--- src/rtl/mult_div_unit_pkg.sv ---
// Shared definitions for the multiply/divide unit, its control FSM and the mfhi/mflo mux.
// Holds op codes, state encodings and the per-operation context latched at start.
package mult_div_unit_pkg;

   localparam int MD_WIDTH = 32;
   localparam int MD_CNT_W = 5;

   localparam logic OP_MULT = 1'b0;
   localparam logic OP_DIV  = 1'b1;

   typedef enum logic [1:0] {
      S_IDLE = 2'd0,
      S_RUN  = 2'd1,
      S_FIN  = 2'd2
   } state_t;

   // neg_lo: sign of product/quotient; neg_hi: sign of remainder (dividend sign)
   typedef struct packed {
      logic op;
      logic neg_lo;
      logic neg_hi;
      logic dz;
   } ctx_t;

endpackage

--- src/rtl/mult_div_unit_sign_magnitude.sv ---
// Combinational two's-complement conditional negate; with neg = msb it yields |value|.
// Zero latency, no handshake.
module sign_magnitude #(
   parameter int W = 32
) (
   input  logic [W-1:0] value,
   input  logic         neg,
   output logic [W-1:0] result
);

   assign result = neg ? -value : value;

endmodule

--- src/rtl/mult_div_unit.sv ---
// Iterative signed MULT/DIV producing HI/LO: 33 cycles start-to-done (1 for divide by zero).
// start is only honoured in IDLE; requests while busy are dropped, never queued.
module mult_div_unit
   import mult_div_unit_pkg::*;
#(
   parameter int WIDTH = MD_WIDTH,
   parameter int CNT_W = MD_CNT_W
) (
   input  logic             clk,
   input  logic             reset,
   input  logic             start,
   input  logic             op,
   input  logic [WIDTH-1:0] a,
   input  logic [WIDTH-1:0] b,
   output logic [WIDTH-1:0] hi,
   output logic [WIDTH-1:0] lo,
   output logic             busy,
   output logic             done,
   output logic             div_zero
);

   state_t           state;
   state_t           state_next;
   ctx_t             ctx;
   logic [CNT_W-1:0] cnt;
   logic             accept;
   logic             b_zero;

   // opnd: multiplicand for MULT, divisor for DIV.
   // acc_hi/acc_lo: product register for MULT, remainder/quotient for DIV.
   logic [WIDTH-1:0] opnd;
   logic [WIDTH-1:0] acc_hi;
   logic [WIDTH-1:0] acc_lo;

   logic [WIDTH-1:0]   mag_a;
   logic [WIDTH-1:0]   mag_b;
   logic [2*WIDTH-1:0] prod_fix;
   logic [WIDTH-1:0]   quo_fix;
   logic [WIDTH-1:0]   rem_fix;

   logic [WIDTH:0]   mul_sum;
   logic [WIDTH:0]   div_shift;
   logic [WIDTH-1:0] div_diff;
   logic             div_ge;
   logic [WIDTH-1:0] step_hi;
   logic [WIDTH-1:0] step_lo;

   sign_magnitude #(.W(WIDTH)) u_abs_a (
      .value  (a),
      .neg    (a[WIDTH-1]),
      .result (mag_a)
   );

   sign_magnitude #(.W(WIDTH)) u_abs_b (
      .value  (b),
      .neg    (b[WIDTH-1]),
      .result (mag_b)
   );

   sign_magnitude #(.W(2*WIDTH)) u_fix_prod (
      .value  ({acc_hi, acc_lo}),
      .neg    (ctx.neg_lo),
      .result (prod_fix)
   );

   sign_magnitude #(.W(WIDTH)) u_fix_quo (
      .value  (acc_lo),
      .neg    (ctx.neg_lo),
      .result (quo_fix)
   );

   sign_magnitude #(.W(WIDTH)) u_fix_rem (
      .value  (acc_hi),
      .neg    (ctx.neg_hi),
      .result (rem_fix)
   );

   assign b_zero = (b == '0);
   assign busy   = (state != S_IDLE);

   // One iteration: MULT adds the multiplicand on a set multiplier lsb then shifts
   // the 64-bit accumulator right; DIV shifts the next dividend bit into the
   // remainder and subtracts only when the divisor fits (restoring).
   always_comb begin
      mul_sum   = {1'b0, acc_hi} + (acc_lo[0] ? {1'b0, opnd} : '0);
      div_shift = {acc_hi, acc_lo[WIDTH-1]};
      div_ge    = (div_shift >= {1'b0, opnd});
      div_diff  = div_shift[WIDTH-1:0] - opnd;
      if (ctx.op == OP_MULT) begin
         step_hi = mul_sum[WIDTH:1];
         step_lo = {mul_sum[0], acc_lo[WIDTH-1:1]};
      end else begin
         step_hi = div_ge ? div_diff : div_shift[WIDTH-1:0];
         step_lo = {acc_lo[WIDTH-2:0], div_ge};
      end
   end

   always_comb begin
      state_next = state;
      accept     = 1'b0;
      case (state)
         S_IDLE: begin
            if (start) begin
               accept     = 1'b1;
               state_next = ((op == OP_DIV) && b_zero) ? S_FIN : S_RUN;
            end
         end
         S_RUN: begin
            if (cnt == CNT_W'(WIDTH - 1)) begin
               state_next = S_FIN;
            end
         end
         S_FIN:   state_next = S_IDLE;
         default: state_next = S_IDLE;
      endcase
   end

   always_ff @(posedge clk or posedge reset) begin
      if (reset) begin
         state <= S_IDLE;
      end else begin
         state <= state_next;
      end
   end

   always_ff @(posedge clk or posedge reset) begin
      if (reset) begin
         ctx      <= '0;
         cnt      <= '0;
         opnd     <= '0;
         acc_hi   <= '0;
         acc_lo   <= '0;
         hi       <= '0;
         lo       <= '0;
         done     <= 1'b0;
         div_zero <= 1'b0;
      end else begin
         done <= 1'b0;
         if (accept) begin
            ctx      <= '{op:     op,
                          neg_lo: a[WIDTH-1] ^ b[WIDTH-1],
                          neg_hi: a[WIDTH-1],
                          dz:     (op == OP_DIV) && b_zero};
            div_zero <= 1'b0;
            cnt      <= '0;
            opnd     <= (op == OP_MULT) ? mag_a : mag_b;
            acc_hi   <= '0;
            acc_lo   <= (op == OP_MULT) ? mag_b : mag_a;
         end
         if (state == S_RUN) begin
            acc_hi <= step_hi;
            acc_lo <= step_lo;
            cnt    <= cnt + 1'b1;
         end
         if (state == S_FIN) begin
            done <= 1'b1;
            if (ctx.dz) begin
               div_zero <= 1'b1;
            end else if (ctx.op == OP_MULT) begin
               {hi, lo} <= prod_fix;
            end else begin
               lo <= quo_fix;
               hi <= rem_fix;
            end
         end
      end
   end

endmodule

--- config.mk ---
export PLATFORM = sky130hd
export DESIGN_NAME = mult_div_unit
export DESIGN_NICKNAME = d
export VERILOG_FILES = /design/src/rtl/mult_div_unit_pkg.sv /design/src/rtl/mult_div_unit_sign_magnitude.sv /design/src/rtl/mult_div_unit.sv
export SDC_FILE = /design/constraint.sdc
export NUM_CORES = 1
export LEC_CHECK = 0
export ABC_AREA = 1
export BUFFER_PORTS_ARGS = -buffer_cell sky130_fd_sc_hd__buf_2
export CAP_MARGIN = 40
export CELL_PAD_IN_SITES_DETAIL_PLACEMENT = 1
export CELL_PAD_IN_SITES_GLOBAL_PLACEMENT = 2
export CORE_MARGIN = 8
export CORE_UTILIZATION = 30
export DETAILED_ROUTE_END_ITERATION = 7
export PLACE_DENSITY = 0.78
export SYNTH_ARGS = -nofsm -noshare
export SYNTH_HDL_FRONTEND = slang
export SYNTH_SLANG_ARGS = --single-unit
--- constraint.sdc ---
create_clock -name clk -period 4.8 [get_ports clk]
set_input_delay 0.48 -clock clk [delete_from_list [all_inputs] [get_ports clk]]
set_output_delay 0.48 -clock clk [all_outputs]
set_load 0.03 [all_outputs]
Word level (Yosys, flattened, before mapping):

Cells that the tools add are included.

* word-level logic and storage cells: 65
* flip-flop bits (word level): 173
* output and inout bits: 67
* bits of input ports: 68

* reduce and logical (&&, ||, !) cells: 7
* bitwise gates (word level): 2
* $add $sub $neg: 8
* mux-type cells: 29
* order comparisons: 1
* equal/unequal tests: 5

Operators by type and width (count)
* $mux 32: 16
* $neg 32->32: 4
* $mux 64: 1
* $neg 64->64: 1
* $add 32x32->33: 1
* $ge 33x32->1: 1
* $logic_not 32->1: 1
* $sub 32x32->32: 1
* $mux 5: 2
* $mux 1: 6
* $mux 2: 3
* $add 5x1->5 const B: 1
* $eq 5x5->1 const B: 1
* $ne 2x2->1 const B: 2
* $pmux 2 s2: 1
* $reduce_and 2->1: 2
* $reduce_bool 2->1: 2
* $eq 2x1->1 const B: 1
* $eq 2x2->1 const B: 1
* $logic_not 2->1: 1
* $logic_and 1x1->1: 1
* $not 1->1: 1
* $xor 1x1->1: 1

Depth between registers and ports, before layout:

* word-level depth: 5
* mapped depth: 22
* mapped depth without buffers: 20

By module:

A second synthesis with hierarchy kept.

* cell total of the unflattened synthesis: 3715
* area total of the unflattened synthesis: 21129.0 sq um

Modules (own cells, without submodules)
* mult_div_unit: cells each 2317, area each 14508.9 sq um, times used 1
* sign_magnitude (u_abs_a ...): cells each 225, area each 1052.3 sq um, times used 4
* sign_magnitude (u_fix_prod): cells each 498, area each 2411.1 sq um, times used 1

Least setup slack after synthesis:

Ideal clock, no wire load.

* path type: register -> register
* start: register acc_lo[0]
* end: register acc_hi[15]
* setup slack: 2.289 ns
* cell stages (with the launch flop): 22
* required time: 4.682 ns
* period minus slack after synthesis: 2.511 ns
* arrival time: 2.394 ns
* path buffers: 2
* path through: dfrtp_1 buf_2 buf_1 nand2_1 inv_1 ha_1 inv_1 fa_1 inv_1 nand3_1 nand3_1 nand2_1 nand2_1 nand2_1 nand2_1 nand2_1 nand3_1 nand3_1 nand2_1 inv_1 nand3_1 nand2_1

* cells in the longest elaborated chain, start to end: 4

Ends and longest elaborated chain
* start, declared: RTL line mult_div_unit.sv:33 `logic [WIDTH-1:0] acc_lo;`
* start signal, assigned: RTL line mult_div_unit.sv:148 `acc_lo <= (op == OP_MULT) ? mag_b : mag_a;`
* start signal, assigned: RTL line mult_div_unit.sv:152 `acc_lo <= step_lo;`
* $mux 32: RTL line mult_div_unit.sv:85 `mul_sum = {1'b0, acc_hi} + (acc_lo[0] ? {1'b0, opnd} : '0);`
* $add 32x32->33: RTL line mult_div_unit.sv:85
* $mux 32: RTL line mult_div_unit.sv:89 `if (ctx.op == OP_MULT) begin`
* $mux 32: RTL line mult_div_unit.sv:150 `if (state == S_RUN) begin`
* end signal, assigned: RTL line mult_div_unit.sv:151 `acc_hi <= step_hi;`
* end, declared: RTL line mult_div_unit.sv:32 `logic [WIDTH-1:0] acc_hi;`

No other way between the ends.
A chain may end at the register's enable or synchronous reset.

Worst setup path in the final report:

* start: register acc_lo[0]
* end: register acc_hi[31]

Same word-level chain as after synthesis.

==> impl_metrics.toml <==
[outcome]
status = "complete, no violations"

[worst_setup_path]
crit_required_ns = 5.23
worst_path_dominant_cell_family = "simple AND/OR/NAND/NOR gates"
arrival_ns = 3.83
slowest_stage = "dfrtp_1"
end_kind = "flop"
start_kind = "flop"
critPathMaxStageDelay_ns = 0.90
cp-startpoint = "acc_lo[0]"
r2r_end = "acc_hi[31]"
reg2reg_slack_ns = 1.41
worstSetupPathDepth = 18
crit_fanout = 22
r2r-start = "acc_lo[0]"
ff2ff_path_depth = 18
setup.worst_path.end = "acc_hi[31]"
worstSetupPathType = "reg2reg"
crit_chain = "nand2_1, inv_1, ha_1, inv_1, fa_1, inv_1, nand3_1, nand3_1, nand2_1, nand2_1, nand3_1, nand3_1, nand2_1, nand2_1, o21ai_0, inv_1, nand2_1, nand2_1"
cpMostUsedCell = "nand2_1"
path_buf_inv = 4

[synth]
yosysUniqueCellTypes = 50
synth-seq-cells = 173
yosysWarnings = 0
syn_nets = 3232
synth_edf_count = 0
avgSynthCellArea_um2 = 5.83
ys_seq_area_frac = 0.240
ys.flop_type = "dfrtp_1"
syn_inst = 3092
async_reset_ff_frac = 1.00
syn_area_mm2 = 0.0180

[die]
fp.coreArea_mm2 = 0.0599
rows = 90
die-area_mm2 = 0.0682
initial_core_util = 0.301
io-pin-count = 135
fp.dieW_um = 261
die_height_um = 261

[pwr]
ir_worst_vdd_mv = 0.312
p_leak_nw = 10.9
power_density_mw_per_mm2 = 812
power_mw = 16.4

[timing]
fin_tns_setup_ns = 0
fin_crit_sh = 0.707
maxSlewHeadroom = 0.291
fin_skew_ns = 0.0199
fmax_mhz = 295
timing_hold_violations_final = 0
finalMaxSlewViolations = 0
tightestPinTransition_ns = 1.06
setup_viol = 0
finalCriticalPeriod_ns = 3.39
rsz0062_at_grt = "no"

[global_route]
grt_max_degree = 174
overflow = 0
grt_pass1_wl_um = 132000
antenna_found_initial = 1
grt_usage = 0.256
grt_pass1_vias = 21000

[place]
hpwl_um = 72800
port_buffers = 134
finalWeightedCongestion = 0.973

[clocking]
post_cts_buffers = 0
htreeDepth = 4
root_buffer = "clkbuf_16"
cts_tree = "done"
hold_buffers = 0
cts.sinks = 173
clkLatencyLatePin_ns = 0.49
clkTransAtPathRegs_ns = 0.08
cts-resized-gates = 0
cts_buffer_depth = 2
cts_buffers = 17

[finish]
regArea_mm2 = 0.00433
final_common_cell = "nand2_1"
final_cell_mix = "nand2_1 (1,086), inv_1 (461), nand3_1 (322)"
multi_input_comb_area_mm2 = 0.0115
nets = 3313
drive_above_1_share = 0.0775
area_growth_pct = 11.8
fillCellCount = 8014

[detailed_routing]
wl_per_cell_um = 22.1
totalWireLength_um = 87800
ant_nets = 0
num_vias = 20600
drc = 0
drt_first_pass_iters = 5
drtIter0Drc = 1348
routed_via_density = 5.18

[hold_path]
hold_class = "in2async"

[flow_run]
maxCapViolCount = 0
-- stage by stage --
| stage | area (um2) | hold WS [ns] | util | instances | setup slack [ns] |
|---|---|---|---|---|---|
| final | 20200 | 0.239 | 0.336 | 3969 | 1.41 |
| after global routing | 20200 | 0.368 | 0.336 | 3968 | 1.10 |
| after CTS | 20200 | 0.329 | 0.336 | 3968 | 1.37 |
| after detailed placement | 19600 | 0.464 | 0.326 | 3936 | 1.38 |
| after global placement | 19500 | 0.459 | 0.325 | 3932 | 1.44 |
| after floorplan | 18000 | 0.447 | - | 3092 | 2.11 |
-- final cells by class --
| type | instances | area share |
|---|---|---|
| repair buffers | 161 | 0.0463 |
| multi-input cells | 2352 | 0.573 |
| clock buffers | 18 | 0.0213 |
| diodes | 1 | 0.000124 |
| inverters | 468 | 0.0875 |
| well taps | 782 | 0.0485 |
| flip-flops and latches | 173 | 0.215 |
| clock inverters | 14 | 0.00863 |
-- cells by family (layout without fill, tap and decap cells) --
family,after synthesis,after routing,share of synthesized area
xor gates and xnor gates,93,93,0.0452
adders and majority gates,72,72,0.0508
other,0,1,0
and+or+nand+nor,1839,1839,0.433
AOI/OAI and AO/OA,348,348,0.110
buffers and inverters,567,661,0.121
DFF,173,173,0.240
-- metal layers --
layer | GRT usage | vias up | part of all wire
met5 | 0 | - | 0.00010
met4 | 0.0728 | 2 | 0.025
met3 | 0.0316 | 84 | 0.039
met2 | 0.420 | 428 | 0.46
met1 | 0.350 | 10100 | 0.47
li1 | - | 9981 | -
-- worst min path at each step --
stage | start | to | slack (ns) | depth (start not counted)
final | reset | lo[27] | 0.24 | 3
after global routing | reset | acc_lo[23] | 0.37 | 3
after CTS | reset | lo[17] | 0.33 | 3
after detailed placement | hi[9] | hi[9] | 0.46 | 2
after global placement | hi[10] | hi[10] | 0.46 | 2
after floorplan | state[0] | done | 0.45 | 1
-- cells in the mapped netlist (all sizes together), types with 2 or more instances --
cell | instances | area share
a21boi | 19 | 0.0079
buf | 41 | 0.011
nand3b | 17 | 0.0071
nor2 | 282 | 0.062
fa | 2 | 0.0022
nor3 | 34 | 0.011
clkbuf | 58 | 0.012
xor2 | 77 | 0.037
o221ai | 12 | 0.0058
a21oi | 103 | 0.029
a22oi | 10 | 0.0042
o211ai | 22 | 0.0092
ha | 70 | 0.049
nor4 | 9 | 0.0035
nand3 | 330 | 0.095
nand2 | 1095 | 0.23
nand4 | 58 | 0.020
o21ai | 157 | 0.044
o31ai | 6 | 0.0025
and2 | 6 | 0.0021
o22ai | 2 | 0.00069
dfrtp | 173 | 0.24
a22o | 3 | 0.0015
or2 | 7 | 0.0024
o21bai | 9 | 0.0037
xnor2 | 16 | 0.0078
inv | 467 | 0.097
-- sequential cells by signal (all words and copies together) (netlist names) --
signal	cells
lo	32
acc_lo	32
ctx	4
done	1
opnd	32
div_zero	1
cnt	5
state	2
acc_hi	32
hi	32
-- power by group --
part | internal [mW] | leakage (nW) | switching [mW]
Combinational | 3.43 | 8.47 | 8.18
Sequential | 2.17 | 2.13 | 1.08
Clock | 0.748 | 0.293 | 0.763
Total | 6.34 | 10.9 | 10.0
-- worst register-to-register path: stages, from the launching register on --
cell and delay [ns]:
dfrtp_1 0.90, nand2_1 0.10, inv_1 0.10, ha_1 0.17
inv_1 0.07, fa_1 0.38, inv_1 0.21, nand3_1 0.11
nand3_1 0.20, nand2_1 0.08, nand2_1 0.19, nand3_1 0.21
nand3_1 0.18, nand2_1 0.08, nand2_1 0.06, o21ai_0 0.09
inv_1 0.12, nand2_1 0.05, nand2_1 0.06
(Power assumes the default switching activity.)
